--- src/rtl/booth_ctrl.sv ---
// booth_ctrl: sequencing FSM driving the load/add/sub/shift strobes of an 8-bit Booth multiplier datapath.
module booth_ctrl #(
  parameter int ITER  = 8,
  parameter int CNT_W = 4
) (
  input  logic clk,
  input  logic reset,
  input  logic start,
  input  logic q_lsb,
  input  logic q_m1,
  output logic load,
  output logic add_en,
  output logic sub_en,
  output logic shift_en,
  output logic count_en,
  output logic busy,
  output logic product_valid
);
  typedef enum logic [2:0] {IDLE, LOAD, EVAL, ADD, SUB, SHIFT, DONE} state_t;
  state_t state_q, state_d;
  logic [CNT_W-1:0] iter_q, iter_d;
  logic last;
  logic load_q, add_q, sub_q, shift_q, busy_q, valid_q;
  assign last = iter_q == CNT_W'(ITER - 1);
  always_comb begin
    state_d = state_q;
    iter_d  = iter_q;
    case (state_q)
      IDLE:     state_d = start ? LOAD : IDLE;
      LOAD: begin
        state_d = EVAL;
        iter_d  = '0;
      end
      EVAL:     state_d = (q_lsb ^ q_m1) ? (q_lsb ? SUB : ADD) : SHIFT;
      ADD, SUB: state_d = SHIFT;
      SHIFT: begin
        state_d = last ? DONE : EVAL;
        iter_d  = last ? iter_q : iter_q + 1'b1;
      end
      default:  state_d = IDLE;
    endcase
  end
  // Outputs are flopped decodes of the next state, so they track state_q with no path from q_lsb/q_m1.
  always_ff @(posedge clk) begin
    if (reset) begin
      state_q <= IDLE;
      iter_q  <= '0;
      load_q  <= 1'b0;
      add_q   <= 1'b0;
      sub_q   <= 1'b0;
      shift_q <= 1'b0;
      busy_q  <= 1'b0;
      valid_q <= 1'b0;
    end else begin
      state_q <= state_d;
      iter_q  <= iter_d;
      load_q  <= state_d == LOAD;
      add_q   <= state_d == ADD;
      sub_q   <= state_d == SUB;
      shift_q <= state_d == SHIFT;
      busy_q  <= state_d != IDLE;
      valid_q <= state_d == DONE;
    end
  end
  assign load          = load_q;
  assign add_en        = add_q;
  assign sub_en        = sub_q;
  assign shift_en      = shift_q;
  assign count_en      = shift_q;
  assign busy          = busy_q;
  assign product_valid = valid_q;
endmodule

--- config.mk ---
export PLATFORM = sky130hd
export DESIGN_NAME = booth_ctrl
export DESIGN_NICKNAME = d
export VERILOG_FILES = /design/src/rtl/booth_ctrl.sv
export SDC_FILE = /design/constraint.sdc
export NUM_CORES = 1
export LEC_CHECK = 0
export CORE_AREA = 4 4 42 44
export CTS_CLUSTER_SIZE = 20
export DETAILED_ROUTE_END_ITERATION = 10
export DIE_AREA = 0 0 46 48
export PLACE_DENSITY_LB_ADDON = 0.1
export SLEW_MARGIN = 20
export SYNTH_ARGS = -nofsm -noshare
export SYNTH_HDL_FRONTEND = slang
export SYNTH_SLANG_ARGS = --single-unit
--- constraint.sdc ---
create_clock -name clk -period 2 [get_ports clk]
set_clock_uncertainty 0.2 [all_clocks]
set_input_delay 0.2 -clock clk [delete_from_list [all_inputs] [get_ports clk]]
set_output_delay 0.2 -clock clk [all_outputs]
set_load 0.005 [all_outputs]
==> results.md, run 1 <==
* Status: finished, final reports clean
* DRT met1 WL at 555 µm
* Clock-pin slew on the worst setup and hold paths at 0.07 ns
* CP max FO at 4
* Starting density of the core at 0.413
* Synth top area cells: dfxtp_1 44%, a21oi_1 4.2%, nand3_1 2.5%
* Top routing layer in use: met4
* # H-tree levels at 1
* Fin cells at 89
* Drt wl/cell at 12.3 µm
* Rows at 14
* Final #Nets at 80
* Drt pass-1 iters at 4
* Critical path, cell by cell: ha_1 > nand3b_1 > a211o_1 > nor3b_2
* Final ANT Viol Nets at 0
* Die Height at 48 µm
* Slew margin rel. at 0.713
* Most used DFF post-synth: dfxtp_1
* Largest net degree at the start of global routing at 14
* Min Tclk post-route at 1.61 ns
* Worst Tran Pin Value at 0.430 ns
* Warnings, synthesis at 0
* Die width at 46 µm
* Delay-heaviest family, CP: flip-flops
* Yosys top cell by area: dfxtp_1
* Hold Path Class: reg -> reg
* Root Buffer: clkbuf_4
* Inst Count DP at 85
* Mapped cell area at 593 µm²
* Sequential share of the synthesized area at 0.439
* Initial antenna violation count at 0
* Hold Path End: iter_q[1]
* First-pass GRT wire length at 1810 µm
* Ports at 12
* Async SR Flop Fraction at 0
* DR WL met3 at 51 µm
* Die area at 2210 µm²
* Layout area overhead at 23.0%
* Hold Buf Count CTS at 0
* R2R Setup Slk at 0.39 ns
* DR vias/cell at 5.25
* Worst hold path depth at 2
* Clock sinks at 13
* Reg2Reg Depth at 4
* R2r startpoint: iter_q[0]
* Post-CTS Setup Bufs at 0
* DRC viols at 0
* CTS tree: yes
* Final number of max-transition violations at 0
* Violation count after the first detailed-route iteration at 9
* Fin util at 0.508
* Post-synth EDFFs at 0
* Layout cells sized above 1 at 0.137
* CP bufs+invs at 0
* Worst flop-to-flop path endpoint: load
* HP Start: iter_q[1]
* Mapped Nets at 67
* GRT Util Overall at 0.119
* Met2 WL post-DR at 472 µm
* Max-cap violation count at 0
* Startpoint types: flop
* FMAX at 622 MHz
* Gpl congestion at 0.821
* Hold Fails Final Rpt at 0
* Critical path type: reg -> reg
* Worst Path Required at 1.96 ns
* Remaining global-route overflow at 0
* Mapped Cells at 61
* Critical Path Slowest Stage Cell: dfxtp_1
* Post-DP HPWL at 809 µm
* Vias in the first global route at 411
* Top cell type's share of synthesized area at 0.439
* Cell area power density at 733 nW/µm²
* Setup tns final at 0 ns
* Num CTS Buffers at 3
* Diode count at 0
* Final setup vio count at 0
* CP endpoint kind: flop
* Core area at 1440 µm²
* CTS-repair resized insts at 0
* Synthesized area per cell at 9.72 µm²
* Port buffer count at 11
* Post-Route WL at 1090 µm
* Setup repair after global routing missed its margin: no
* IR drop worst, VDD at 455 µV
* Netlist cell types at 35
* Leak at 0.267 nW
* Critical path arrival at 1.57 ns
* Via count at 467
* CTS max path bufs at 2
* Slowest stage delay, CP at 0.37 ns
* Part of the cycle the worst path needs at 0.804
* Synth Register Bits at 13
* Skew-Pair Late Insertion Delay at 0.27 ns
[cell usage after synthesis (all sizes together), types with 2 or more instances]
| master | count |
|---|---|
| o21ai | 3 |
| dfxtp | 13 |
| nand2b | 2 |
| a21oi | 5 |
| nor2 | 3 |
| buf | 3 |
| nand2 | 2 |
| nor3b | 3 |
| inv | 2 |
| or3 | 2 |
| nor2b | 2 |
| nor3 | 2 |
| nand3 | 3 |
[cell usage in the layout (no fill, tap or decap), types with 2 or more instances in the layout]
cell type	synthesis	final
nor3b_1	2	2
nand2b_1	2	2
nand3_1	3	3
nand2_1	2	2
clkbuf_4	0	3
nor2_1	3	3
or3_1	2	2
o21ai_1	2	2
clkdlybuf4s50_1	0	11
dfxtp_1	13	13
a21oi_1	5	5
inv_1	2	2
[worst register-to-register path, stage by stage (launching register included)]
cell	delay, ns
dfxtp_1	0.37
ha_1	0.22
nand3b_1	0.18
a211o_1	0.36
nor3b_2	0.17
[metrics by stage]
step	hold slack (ns)	setup WS, ns	power, mW	area (µm²)
floorplan	0.194	0.549	0.356	593
global placement	0.287	0.305	0.390	703
detailed placement	0.305	0.343	0.388	703
CTS	0.315	0.394	0.544	729
global route	0.342	0.315	0.570	729
finish	0.312	0.392	0.535	729
[power breakdown]
| group | internal (mW) | leakage [nW] | switching (mW) | total [mW] |
|---|---|---|---|---|
| Clock | 0.0771 | 0.0150 | 0.0761 | 0.153 |
| Sequential | 0.273 | 0.106 | 0.0175 | 0.290 |
| Combinational | 0.0514 | 0.146 | 0.0399 | 0.0913 |
| Total | 0.401 | 0.267 | 0.133 | 0.535 |
[flip-flops by register name (all words and copies together), names as in the netlist]
signal,flops
add_en,1
busy,1
count_en,1
iter_q,4
load,1
product_valid,1
state_q,3
sub_en,1
[worst max-delay path by stage]
stage                     startpoint         end  slack [ns]  cells past startpoint
final                      iter_q[0]        load        0.39                      4
after detailed placement        q_m1  state_q[1]        0.34                      4
after global routing       iter_q[0]        load        0.31                      4
after CTS                  iter_q[0]        load        0.39                      4
after floorplan            iter_q[0]        load        0.55                      4
after global placement          q_m1  state_q[1]        0.30                      4
[logic make-up after synthesis]
family / Yosys count / synth area share
compound gates: 13 / 0.150
fa+ha+maj: 1 / 0.0211
xor+xnor: 1 / 0.0148
flops: 13 / 0.439
buf+inv: 6 / 0.0591
simple gates: 27 / 0.316
[cell type report]
cell class / instances / area [µm²]
inverter: 2 / 7.51
sequential: 13 / 260
tap: 16 / 20.0
fill: 131 / 707
multi-input combinational: 42 / 298
clock buffer: 4 / 26.3
timing repair buffer: 12 / 118
[routing by layer]
metal,global-route usage,vias to the layer above
met2,0.173,8
met5,0,-
met1,0.156,210
met3,0.0564,2
met4,0.0341,0
li1,-,247
Note: power is estimated with default switching activity, not from simulation.
==> run 2: changes to the inputs <==
Clock period 2 ns to 1.5 ns, I/O delays scaled along.
==> run 2 against run 1 <==
Against the previous run: sequential share of layout area fell by 2.9 points; setup slack got worse by 0.36 ns; clock-buffer cell count did not move; global-route usage rose by 1.2 points; die area unchanged; sequential cell count stayed put; routed wire length is 20% higher; cell count up 7.9%.
==> results.md, run 2 (synthesis gave the netlist of run 1 again) <==
* Status: finished, final reports clean
* First-pass GRT wire length at 2060 µm (+13%)
* Worst Tran Pin Value at 0.291 ns (-0.139 ns)
* Rows at 14 (unchanged)
* CP endpoint kind: output port
* Startpoint types: flop
* Largest net degree at the start of global routing at 12 (-2)
* Clk network pwr share at 0.296 (+0.009)
* Min Tclk post-route at 1.46 ns
* Hold Path Class: reg -> reg
* CP max FO at 2 (-2)
* CTS tree: yes
* FMAX at 683 MHz
* Final ANT Viol Nets at 0 (unchanged)
* Total power at 0.754 mW (+41%)
* Root Buffer: clkbuf_4
* Post-DP HPWL at 932 µm (+15%)
* # H-tree levels at 1 (unchanged)
* Cell area power density at 938 nW/µm² (+28%)
* Inst Count DP at 92 (+8.2%)
* Slew margin rel. at 0.806 (+0.0930)
* Final number of max-transition violations at 0 (unchanged)
* CP bufs+invs at 1 (+1)
* P_int at 0.551 mW (+37%)
* Post-CTS Setup Bufs at 0 (unchanged)
* Diode count at 0 (unchanged)
* Setup tns final at 0 ns (unchanged)
* Layout area overhead at 35.7%
* Die width at 46 µm (unchanged)
* Share of power burned in registers at 0.512 (-0.031)
* Final setup vio count at 0 (unchanged)
* Gpl congestion at 0.798 (-2.8%)
* Critical Path Slowest Stage Cell: clkdlybuf4s50_1
* Skew-Pair Late Insertion Delay at 0.28 ns (about the same)
* Remaining global-route overflow at 0 (unchanged)
* Worst Path Required at 1.15 ns (-0.81 ns)
* Max-cap violation count at 0 (unchanged)
* CTS max path bufs at 2 (unchanged)
* Die Height at 48 µm (unchanged)
* Delay-heaviest family, CP: buffers and inverters
* Port buffer count at 11 (unchanged)
* Largest regs: iter_q (4), state_q (3)
* Core area at 1440 µm² (unchanged)
* Via count at 521 (+12%)
* Critical path, cell by cell: clkdlybuf4s50_1
* Leak at 0.303 nW (+14%)
* Final #Nets at 87 (+8.8%)
* Fin cells at 96 (+7.9%)
* Drt wl/cell at 13.7 µm (+12%)
* Most frequent cells in the layout: 11 x clkdlybuf4s50_1, 10 x dfxtp_1, 8 x buf_4
* DRC viols at 0 (unchanged)
* Hold Fails Final Rpt at 0 (unchanged)
* Largest register FFs at 4 (unchanged)
* Slowest stage delay, CP at 0.50 ns (+0.13 ns)
* NetSw at 0.204 mW (+52%)
* Starting density of the core at 0.413 (unchanged)
* Violation count after the first detailed-route iteration at 11 (+2)
* Part of the cycle the worst path needs at 0.976
* GRT Util Overall at 0.131 (+0.0123)
* Vias in the first global route at 459 (+12%)
* Fillers at 134 (+2.3%)
* Clock sinks at 13 (unchanged)
* Num CTS Buffers at 3 (unchanged)
* Commonest non-fill, non-tap cell in the layout: clkdlybuf4s50_1
* IR drop worst, VDD at 475 µV (+4.4%)
* Initial antenna violation count at 0 (unchanged)
* Largest register by flop count: iter_q
* Sw Share at 0.270 (+0.0203)
* Post-Route WL at 1320 µm (+20%)
* Clock-pin slew on the worst setup and hold paths at 0.08 ns (about the same)
* Die area at 2210 µm² (unchanged)
* Critical path arrival at 1.11 ns (-0.46 ns)
* DR vias/cell at 5.43 (+3.4%)
* Critical path type: reg -> out
* Layout cells sized above 1 at 0.275 (+0.138)
* Ports at 12 (unchanged)
* Comb power frac at 0.192 (+0.021)
* Drt pass-1 iters at 4 (unchanged)
* Setup repair after global routing missed its margin: yes
-- run 2: power groups by stage --
stage               combinational [mW]  sequential, mW  clock, mW
finish                           0.145           0.386      0.223
global route                     0.160           0.390      0.248
CTS                              0.144           0.384      0.233
detailed placement               0.143           0.393          0
global placement                 0.143           0.392          0
floorplan                       0.0905           0.384          0
-- run 2: cell type report --
type / instances / area, µm² / area share
clock buffer: 4 / 26.3 / 0.0327
inverter: 2 / 7.51 / 0.00933
timing repair buffer: 19 / 170 / 0.212
tap: 16 / 20.0 / 0.0249
sequential: 13 / 264 / 0.328
multi-input combinational: 42 / 317 / 0.393
-- run 2: per-stage QoR --
stage | utilization | hold slack (ns) | setup WS [ns] | instance area (µm²)
after floorplan | - | 0.144 | 0.0488 | 593
after global placement | 0.526 | 0.287 | -0.123 | 756
after detailed placement | 0.526 | 0.292 | -0.162 | 756
after CTS | 0.544 | 0.306 | 0.0236 | 782
after global routing | 0.560 | 0.338 | -0.0366 | 805
final | 0.560 | 0.314 | 0.0353 | 805
-- run 2: timing repair --
item                       4_1_cts  5_1_grt
resized for setup                0        6
setup endpoints to repair        0        5
hold endpoints to repair         0        0
hold buffers                     0        0
-- run 2: path summary, 6_finish.rpt --
check	slack [ns]	startpoint	endpoint	depth (start not counted)
worst min register to register	0.31	iter_q[1]	iter_q[1]	2
worst min-delay path	0.31	iter_q[1]	iter_q[1]	2
worst max register to register	0.06	iter_q[0]	load	4
worst max-delay path	0.04	count_en	shift_en	1
-- run 2: routing by layer --
layer	wire, µm	track usage
met1	614	0.182
met2	606	0.184
met3	55	0.0226
met4	40	0.0852
met5	0	0
